File: src/rtl/edge_point_streamer.sv
// rtl/edge_point_streamer.sv - raster scan of the edge BRAM emitting (x, y) of edge pixels
module edge_point_streamer #(
    parameter int WIDTH      = 640,
    parameter int HEIGHT     = 480,
    parameter int RD_LATENCY = 2
) (
    input  logic        clk,
    input  logic        reset,
    input  logic        start,
    output logic        busy,
    output logic        done,
    output logic [18:0] edge_memory_addr,
    input  logic [3:0]  edge_data,
    output logic        point_valid,
    input  logic        point_ready,
    output logic [9:0]  point_x,
    output logic [8:0]  point_y,
    output logic [18:0] edge_count
);

    typedef enum logic [2:0] {
        S_IDLE,
        S_WAIT,
        S_CHECK,
        S_EMIT,
        S_DONE
    } state_t;

    localparam logic [1:0] WAIT_LAST = 2'(RD_LATENCY - 1);
    localparam logic [9:0] X_LAST    = 10'(WIDTH - 1);
    localparam logic [8:0] Y_LAST    = 9'(HEIGHT - 1);

    state_t      state_q, state_d;
    logic        busy_q, busy_d;
    logic        done_q, done_d;
    logic        valid_q, valid_d;
    logic [9:0]  px_q, px_d;
    logic [8:0]  py_q, py_d;
    logic [18:0] addr_q, addr_d;
    logic [18:0] count_q, count_d;
    logic [9:0]  x_q, x_d;
    logic [8:0]  y_q, y_d;
    logic [1:0]  wait_q, wait_d;
    logic        do_advance;

    // Only bit 0 carries the edge flag.
    logic unused_edge_bits;
    assign unused_edge_bits = ^edge_data[3:1];

    always_comb begin
        state_d    = state_q;
        busy_d     = busy_q;
        done_d     = done_q;
        valid_d    = valid_q;
        px_d       = px_q;
        py_d       = py_q;
        addr_d     = addr_q;
        count_d    = count_q;
        x_d        = x_q;
        y_d        = y_q;
        wait_d     = wait_q;
        do_advance = 1'b0;

        case (state_q)
            S_IDLE, S_DONE: begin
                if (start) begin
                    addr_d  = '0;
                    x_d     = '0;
                    y_d     = '0;
                    count_d = '0;
                    done_d  = 1'b0;
                    busy_d  = 1'b1;
                    wait_d  = '0;
                    state_d = S_WAIT;
                end
            end
            S_WAIT: begin
                if (wait_q == WAIT_LAST) begin
                    wait_d  = '0;
                    state_d = S_CHECK;
                end else begin
                    wait_d = wait_q + 2'd1;
                end
            end
            S_CHECK: begin
                if (edge_data[0]) begin
                    px_d    = x_q;
                    py_d    = y_q;
                    valid_d = 1'b1;
                    state_d = S_EMIT;
                end else begin
                    do_advance = 1'b1;
                end
            end
            S_EMIT: begin
                if (point_ready) begin
                    valid_d    = 1'b0;
                    count_d    = count_q + 19'd1;
                    do_advance = 1'b1;
                end
            end
            default: state_d = S_IDLE;
        endcase

        // The last pixel leaves the address in place so it still names that pixel.
        if (do_advance) begin
            if (x_q == X_LAST && y_q == Y_LAST) begin
                busy_d  = 1'b0;
                done_d  = 1'b1;
                state_d = S_DONE;
            end else if (x_q == X_LAST) begin
                x_d     = '0;
                y_d     = y_q + 9'd1;
                addr_d  = addr_q + 19'd1;
                state_d = S_WAIT;
            end else begin
                x_d     = x_q + 10'd1;
                addr_d  = addr_q + 19'd1;
                state_d = S_WAIT;
            end
        end
    end

    always_ff @(posedge clk or posedge reset) begin
        if (reset) begin
            state_q <= S_IDLE;
            busy_q  <= 1'b0;
            done_q  <= 1'b0;
            valid_q <= 1'b0;
            px_q    <= '0;
            py_q    <= '0;
            addr_q  <= '0;
            count_q <= '0;
            x_q     <= '0;
            y_q     <= '0;
            wait_q  <= '0;
        end else begin
            state_q <= state_d;
            busy_q  <= busy_d;
            done_q  <= done_d;
            valid_q <= valid_d;
            px_q    <= px_d;
            py_q    <= py_d;
            addr_q  <= addr_d;
            count_q <= count_d;
            x_q     <= x_d;
            y_q     <= y_d;
            wait_q  <= wait_d;
        end
    end

    assign busy             = busy_q;
    assign done             = done_q;
    assign point_valid      = valid_q;
    assign point_x          = px_q;
    assign point_y          = py_q;
    assign edge_memory_addr = addr_q;
    assign edge_count       = count_q;

endmodule

File: config.mk
export PLATFORM = sky130hd
export DESIGN_NAME = edge_point_streamer
export DESIGN_NICKNAME = d
export VERILOG_FILES = /design/src/rtl/edge_point_streamer.sv
export SDC_FILE = /design/constraint.sdc
export NUM_CORES = 1
export LEC_CHECK = 0
export ABC_AREA = 1
export BUFFER_PORTS_ARGS = -buffer_cell sky130_fd_sc_hd__buf_2
export CORE_MARGIN = 1.5
export CORE_UTILIZATION = 41
export CTS_CLUSTER_SIZE = 10
export DETAILED_ROUTE_END_ITERATION = 6
export SLEW_MARGIN = 10
export SYNTH_ARGS = -nofsm -noshare
export SYNTH_HDL_FRONTEND = slang
export SYNTH_SLANG_ARGS = --single-unit
File: constraint.sdc
create_clock -name clk -period 2.9 [get_ports clk]
set_clock_uncertainty 0.15 [all_clocks]
set_input_delay 0 -clock clk [delete_from_list [all_inputs] [get_ports clk]]
set_output_delay 0 -clock clk [all_outputs]
set_load 0.03 [all_outputs]
# ---- After elaboration in Yosys (flattened, before gate mapping)
# Cells that the tools add are included.
dict set report op_classes {
  n_reduce_logical 11
  div_mod_pow 0
  eq_ne 14
  n_mux 40
  magnitude_cmp 0
  n_addsub 5
  n_bitwise 0
  multipliers 0
  n_shift 0
}
# operator n
set op_table {}
lappend op_table {{two-way mux 19 bit} 6}
lappend op_table {{two-way mux 10 bit} 5}
lappend op_table {{two-way mux 9 bit} 5}
lappend op_table {{adder 19 x 1 -> 19 bit (second input constant)} 2}
lappend op_table {{case mux 19 bit (2 select lines)} 1}
lappend op_table {{two-way mux 3 bit} 5}
lappend op_table {{two-way mux 1 bit} 12}
lappend op_table {{case mux 3 bit (4 select lines)} 1}
lappend op_table {{adder 10 x 1 -> 10 bit (second input constant)} 1}
lappend op_table {{== test 10 bit (second input constant)} 1}
lappend op_table {{adder 9 x 1 -> 9 bit (second input constant)} 1}
lappend op_table {{== test 9 bit (second input constant)} 1}
lappend op_table {{inequality test 3 bit (second input constant)} 3}
lappend op_table {{inequality test 2 bit (second input constant)} 4}
lappend op_table {{== test 3 x 2 -> 1 bit (second input constant)} 2}
lappend op_table {{AND reduction 3 bit} 2}
lappend op_table {{nonzero test 2 bit} 3}
lappend op_table {{two-way mux 2 bit} 2}
lappend op_table {{case mux 1 bit (2 select lines)} 2}
lappend op_table {{case mux 2 bit (2 select lines)} 1}
lappend op_table {{AND reduction 2 bit} 2}
lappend op_table {{AND reduction 4 bit} 1}
lappend op_table {{== test 3 x 1 -> 1 bit (second input constant)} 1}
lappend op_table {{== test 3 bit (second input constant)} 1}
lappend op_table {{5 further kinds} 5}
dict set report word_totals {
  mem_bits_rw 0
  latchBits 0
  mem_bits_ro 0
  mem_count 0
  output_inout_bits 60
  reg_bits 84
}

# ---- Logic depth before layout (Yosys ltp)
# Gate-level depths: netlist (run 1).
dict set report logic_depth {
  word_depth 6
  depth_mapped 11
  ltp_nobuf 11
}

# ---- Worst setup path before layout (run 1)
# Ideal clock, no wire load.
dict set report synth_timing {
  path_type {register to register}
  startpoint {register addr_q[0] (netlist: edge_memory_addr[0])}
  endpoint {register addr_q[18] (netlist: edge_memory_addr[18])}
  path_stages_with_launch 10
  arrival_time_ns 1.563
  synth_period_minus_slack_ns 1.790
  setup_time_ns 0.077
  setup_slack_ns 1.110
  path_cell_list {dfrtp_1 > ha_1 > nand2_1 > nor2_1 > nand3_1 > nor2_1 > nand2_1 > nand2_1 > nand2_1 > a21oi_1}
}
dict set report synth_via {
  elab_chain_cells 3
}
# element line
set synth_lines {}
lappend synth_lines {{start: declaration} 39} ;# logic [18:0] addr_q, addr_d;
lappend synth_lines {{start signal: assignment} 144} ;# addr_q <= addr_d;
lappend synth_lines {{adder 19 x 1 -> 19 bit} {114, 118}}
lappend synth_lines {{two-way mux 19 bit} 107} ;# if (x_q == X_LAST && y_q == Y_LAST) begin
lappend synth_lines {{two-way mux 19 bit} 106} ;# if (do_advance) begin
lappend synth_lines {{via addr_d[18]} 39}
# The timed path passes the listed nets, and every way through them passes these cells.
# A chain may end at the register's enable or synchronous reset.

# ---- Worst setup path in the final report (run 1)
dict set report layout_timing {
  startpoint {register x_q[0]}
  endpoint {register busy_q (netlist: busy)}
}
dict set report layout_via {
  elab_chain_cells 4
}
# element line
set layout_lines {}
lappend layout_lines {{start: declaration} 41} ;# logic [9:0] x_q, x_d;
lappend layout_lines {{start signal: assignment} 134} ;# x_q <= '0;
lappend layout_lines {{start signal: assignment} 146} ;# x_q <= x_d;
lappend layout_lines {{== test 10 bit} 107}
lappend layout_lines {{logical AND 1 bit} 107}
lappend layout_lines {{two-way mux 1 bit} 107}
lappend layout_lines {{two-way mux 1 bit} 106}
lappend layout_lines {{via busy_d} 34} ;# logic busy_q, busy_d;
lappend layout_lines {{end signal: assignment} 139} ;# busy_q <= busy_d;
lappend layout_lines {{end: declaration} 34}
# The timed path passes the listed nets, and every way through them passes these cells.

==> run summary, run 1 <==
Post-synth EDFFs -> 0
HP Start -> edge_data[0]
Crit. End Element -> flop
CP max stage delay -> 0.38 ns
Final GP Congestion -> 0.860
Core Box Area -> 11400 um^2
most common cell after layout, fill and taps aside -> nand2_1
initial antenna violation count -> 0
Setup Buffers After CTS -> 0
drt pass-1 iters -> 6
clock-pin transition on the worst setup and hold timing paths -> 0.06 ns
worst flop-to-flop path startpoint -> x_q[0]
final setup vio count -> 0
Worst slew margin -> 0.530
sequential share of power -> 0.381
CTS H-tree lvls -> 3
worst r2r path cells -> 9
Die Height -> 111 um
Seq/Total Area, Yosys -> 0.443
cts bufs inserted -> 9
Crit Path Category -> reg -> reg
GRT Total Usage -> 0.187
Async SR Flop Fraction -> 1.00
clk_lat worst skew -> 0.35 ns
most frequent cells in the layout -> 182 x nand2_1, 84 x dfrtp_1, 74 x inv_1
DR iter-0 viols -> 209
maximum fanout along the worst path -> 4
Cells after Synth -> 630
share of cells above drive strength 1 -> 0.170
Ys Warns -> 0
NumNets Final -> 709
grt met1 use -> 0.257
Primary FF master, synth -> dfrtp_1
measured slew at the worst slew-check pin -> 0.704 ns
die area -> 12200 um^2
DRC viols -> 0
HPWL Detailed -> 7860 um
status -> complete, no violations
Worst EP arrival -> 2.07 ns
setup ws final -> 0.919 ns
# diodes -> 0
Area Growth Syn to Fin -> 16.6%
# fillers -> 1127
crit path from -> x_q[0]
VDD IR max -> 0.000371 V
Fin. Hold Viols -> 0
Final period util -> 0.683
PD cells -> 699 nW/um^2
vias in the first global route -> 3834
post-synthesis register bit count -> 84
Net Sw Frac -> 0.391
worst path required time -> 2.99 ns
total routed wirelength -> 11000 um
met3 usage -> 0.0461
GR Overflow Total -> 0
max cap viols -> 0
port buffer count -> 64
Initial Util -> 0.417
GR Util met2 -> 0.288
Psw -> 0.00151 W
cts repair resizes -> 0
busiest grt layer -> met2
num ports -> 68
CP startpoint kind -> flop
Final Max Tran Viols -> 0
Root Driver -> clkbuf_16
Worst Hold Class -> in -> reg
Place WS -> 0.926 ns
vias -> 4253
pin count of the biggest net entering global routing -> 48
Pleak -> 2.71 nW
Clock Path Buffers -> 2
row count -> 39
routed vias/inst -> 5.03
Clock Sinks -> 84
ANT nets after route -> 0
Logic pwr share -> 0.315
most common cell type on the critical path -> nand2_1
WL per Instance -> 13.0 um
critical-path cell list -> ha_1, nand2_1, nor2_2, nand3_2, nor2_4, nand2_1, inv_1, nand2_1, o21a_1
fmax -> 505 MHz
Mean Syn Cell Area -> 7.53 um^2
Synthesized Nets -> 642
CP max stage cell -> dfrtp_1
CTS tree -> done
crit path time final -> 1.98 ns
Distinct cells, synth -> 44
Mapped Area -> 4740 um^2
unrepaired setup endpoints after global routing -> false
first-pass GRT wire length -> 18500 um
setup TNS -> 0 ns
worst hold path depth -> 6
internal power -> 0.00236 W
Clk pwr share -> 0.304
Die W -> 111 um
==> kinds of logic after synthesis <==
group / after synthesis / synth area share
AND/OR/NAND/NOR: 354 / 0.350
flip-flops: 84 / 0.443
adder cells (fa/ha/maj): 4 / 0.0106
buffers and inverters: 92 / 0.0789
XOR/XNOR: 8 / 0.0148
AO/OA/AOI/OAI: 85 / 0.0952
multiplexers: 3 / 0.00712
==> power groups by stage <==
stage | sequential [W] | clock [W] | combinational [W]
3_5_place_dp | 0.00150 | 0 | 0.00123
3_3_place_gp | 0.00149 | 0 | 0.00120
5_1_grt | 0.00150 | 0.00126 | 0.00137
6_report | 0.00147 | 0.00118 | 0.00122
2_1_floorplan | 0.00169 | 0 | 0.000735
4_1_cts | 0.00148 | 0.00120 | 0.00123
==> through the flow <==
step	instance area [um^2]	cells	utilization	total power (W)	hold WS (ns)
after floorplan	4740	630	-	0.00242	0.0342
after global placement	5200	826	0.457	0.00269	-0.0282
after detailed placement	5200	826	0.457	0.00272	-0.0225
after CTS	5530	845	0.487	0.00391	0.0836
after global routing	5530	845	0.487	0.00413	0.103
final	5530	845	0.487	0.00387	0.0857
==> final cells by class <==
| type | instances | area (um^2) | share of cell area |
|---|---|---|---|
| clock buffers | 10 | 239 | 0.0432 |
| clock inverters | 6 | 63.8 | 0.0115 |
| multi-input cells | 454 | 2270 | 0.410 |
| repair buffers | 70 | 385 | 0.0697 |
| flip-flops and latches | 84 | 2100 | 0.380 |
| well taps | 143 | 179 | 0.0323 |
| inverters | 78 | 297 | 0.0536 |
==> timing repair <==
action / 4_1_cts / 5_1_grt
hold buffers: 3 / 0
setup endpoints to repair: 0 / 0
endpoints found under the hold margin: 39 / 0
==> per-layer routing <==
| layer | routed length, um | vias to the layer above |
|---|---|---|
| li1 | - | 2168 |
| met1 | 5420 | 1982 |
| met2 | 4890 | 92 |
| met3 | 492 | 11 |
| met4 | 147 | 0 |
| met5 | 0 | - |
==> sequential cells by signal, summed over array words and instances, names as in the netlist <==
name / cells
point_y: 9
point_valid: 1
x_q: 10
point_x: 10
edge_memory_addr: 19
busy: 1
wait_q: 2
edge_count: 19
state_q: 3
y_q: 9
done: 1
==> synth_stat cells, types with 3 or more instances <==
cell      count  area, um^2
nand2_1     182         683
dfrtp_1      84        2100
inv_1        75         282
nor2_1       63         236
nand3_1      53         265
o21ai_0      51         255
a21oi_1      14        70.1
nor3_1       14        70.1
nand4_1      10        62.6
o21ai_1      10        50.1
buf_2         9        45.0
xor2_1        6        52.6
nand2_4       5        56.3
nand3_2       5        50.1
ha_1          4        50.1
nor2_2        4        25.0
clkbuf_1      3        11.3
mux2_2        3        33.8
nor2_4        3        33.8
==> worst paths after layout <==
path	end	slack [ns]
min reg2reg	point_x[3]	0.33
max	busy	0.92
max in group asynchronous	edge_memory_addr[12]	1.78
min	edge_memory_addr[4]	0.09
min in group asynchronous	point_valid	0.14
max reg2reg	busy	0.92
==> worst max-delay path: cells and delay by family, from the launching register on <==
kind	cells	cell delay, ns
simple gates	6	0.85
buf+inv	1	0.17
compound gates	1	0.12
flops	1	0.38
fa+ha+maj	1	0.20
Note: power is estimated with default switching activity, not from simulation.
==> inputs of run 2 (changes only) <==
==> constraint.sdc (replaced) <==
create_clock -name clk -period 1.9 [get_ports clk]
set_clock_uncertainty 0.15 [all_clocks]
set_input_delay 0 -clock clk [delete_from_list [all_inputs] [get_ports clk]]
set_output_delay 0 -clock clk [all_outputs]
set_load 0.03 [all_outputs]
==> run 2 against run 1 <==
Net effect:
- global-route usage is 0.28 points higher
- cell count is 2.6% higher
- final area is 4.3% higher
- routed wire length is 5.0% higher
- worst hold slack worse by 0.044 ns
- sequential share of layout area is 1.6 points lower
- sequential cell count stayed put
- maximum frequency is 9.3% higher
- die area stayed put
- combinational power is 72% higher
- core utilization is 2.1 points higher
- worst setup slack worse by 0.83 ns
- largest cell class unchanged
- largest power group unchanged
==> run summary, run 2 (synthesis gave the netlist of run 1 again) <==
status -> complete, no violations
Initial Util -> 0.417
HP Start -> edge_data[0]
drt pass-1 iters -> 5
Final Power -> 0.00611 W
fmax -> 552 MHz
GR Overflow Total -> 0
Worst Hold Class -> in -> reg
most common cell type on the critical path -> nand2_1
WL per Instance -> 13.3 um
Crit Path Category -> reg -> reg
Fin. Hold Viols -> 0
setup ws final -> 0.0872 ns
Die W -> 111 um
final setup vio count -> 0
Crit. End Element -> flop
CTS H-tree lvls -> 3
most frequent cells in the layout -> 179 x nand2_1, 84 x dfrtp_1, 74 x inv_1
clk_lat worst skew -> 0.35 ns
CP startpoint kind -> flop
Root Driver -> clkbuf_16
Area after DPL -> 5280 um^2
max cap viols -> 0
routed vias/inst -> 5.04
measured slew at the worst slew-check pin -> 0.442 ns
first-pass GRT wire length -> 18800 um
DR iter-0 viols -> 270
total routed wirelength -> 11500 um
Core Box Area -> 11400 um^2
cts bufs inserted -> 9
vias -> 4369
worst flop-to-flop path startpoint -> y_q[0]
clock-pin transition on the worst setup and hold timing paths -> 0.06 ns
Final period util -> 0.954
vias in the first global route -> 3896
HPWL Detailed -> 8010 um
crit path time final -> 1.81 ns
Worst slew margin -> 0.705
worst path required time -> 2.00 ns
share of cells above drive strength 1 -> 0.213
CP max stage cell -> dfrtp_1
ANT nets after route -> 0
maximum fanout along the worst path -> 6
Clock Path Buffers -> 2
CP max stage delay -> 0.36 ns
PD cells -> 1060 nW/um^2
crit path from -> y_q[0]
# diodes -> 0
unrepaired setup endpoints after global routing -> true
critical-path cell list -> ha_1, nand3_2, nor3_4, nand2_4, nand2_8, buf_6, nand2_1, nand2_1, nor2_1
Pleak -> 2.84 nW
setup TNS -> 0 ns
DRC viols -> 0
Final GP Congestion -> 0.890
Clock Sinks -> 84
initial antenna violation count -> 0
num ports -> 68
Area Growth Syn to Fin -> 21.7%
row count -> 39
CP Buf/Inv Count -> 1
# fillers -> 1121
most common cell after layout, fill and taps aside -> nand2_1
Place WS -> 0.0210 ns
fin area -> 5770 um^2
Final Max Tran Viols -> 0
CTS tree -> done
port buffer count -> 64
CP delay by family, top -> simple AND/OR/NAND/NOR gates
Die Height -> 111 um
VDD IR max -> 0.000702 V
GRT Total Usage -> 0.190
NumNets Final -> 731
die area -> 12200 um^2
pin count of the biggest net entering global routing -> 85
Worst EP arrival -> 1.91 ns
## run 2: report_power, final
group / internal [W] / switching [W]
Clock: 0.00101 / 0.000749
Sequential: 0.00204 / 0.000211
Combinational: 0.000659 / 0.00144
## run 2: final timing paths
check,to,slack (ns),cells past startpoint
min reg2reg,point_valid,0.32,2
max in group asynchronous,edge_memory_addr[18],1.09,4
max reg2reg,edge_memory_addr[11],0.09,9
max,edge_memory_addr[11],0.09,9
min,point_y[4],0.04,3
min in group asynchronous,point_x[0],0.18,4
## run 2: worst register-to-register path: stages (launching register included)
cell and delay, ns:
dfrtp_1 0.36, ha_1 0.22, nand3_2 0.16, nor3_4 0.28, nand2_4 0.14, nand2_8 0.13, buf_6 0.12, nand2_1 0.05
nand2_1 0.06, nor2_1 0.04
## run 2: routing by layer
layer	wire (um)	track usage
met5	0	0
met4	231	0.0846
met3	500	0.0274
met2	5070	0.293
met1	5700	0.265
## run 2: metrics by stage
| step | hold WS [ns] | util | instances |
|---|---|---|---|
| 2_1_floorplan | 0.0342 | - | 630 |
| 3_3_place_gp | 0.0142 | 0.464 | 836 |
| 3_5_place_dp | 0.0246 | 0.464 | 836 |
| 4_1_cts | 0.0304 | 0.494 | 855 |
| 5_1_grt | 0.0681 | 0.508 | 867 |
| 6_report | 0.0416 | 0.508 | 867 |
## run 2: cell type report
| cell class | count | area [um^2] | area share |
|---|---|---|---|
| well taps | 143 | 179 | 0.0310 |
| flip-flops and latches | 84 | 2100 | 0.364 |
| repair buffers | 91 | 559 | 0.0969 |
| multi-input cells | 455 | 2340 | 0.405 |
| clock inverters | 7 | 67.6 | 0.0117 |
| clock buffers | 9 | 225 | 0.0390 |
| inverters | 78 | 299 | 0.0518 |
## run 2: repair_timing
action	in CTS	in global routing
gates cloned	0	1
setup buffers	0	11
setup endpoints to repair	2	42
pin swaps	0	9
hold buffers	3	0
gates resized for setup	2	19
hold endpoints to repair	86	0
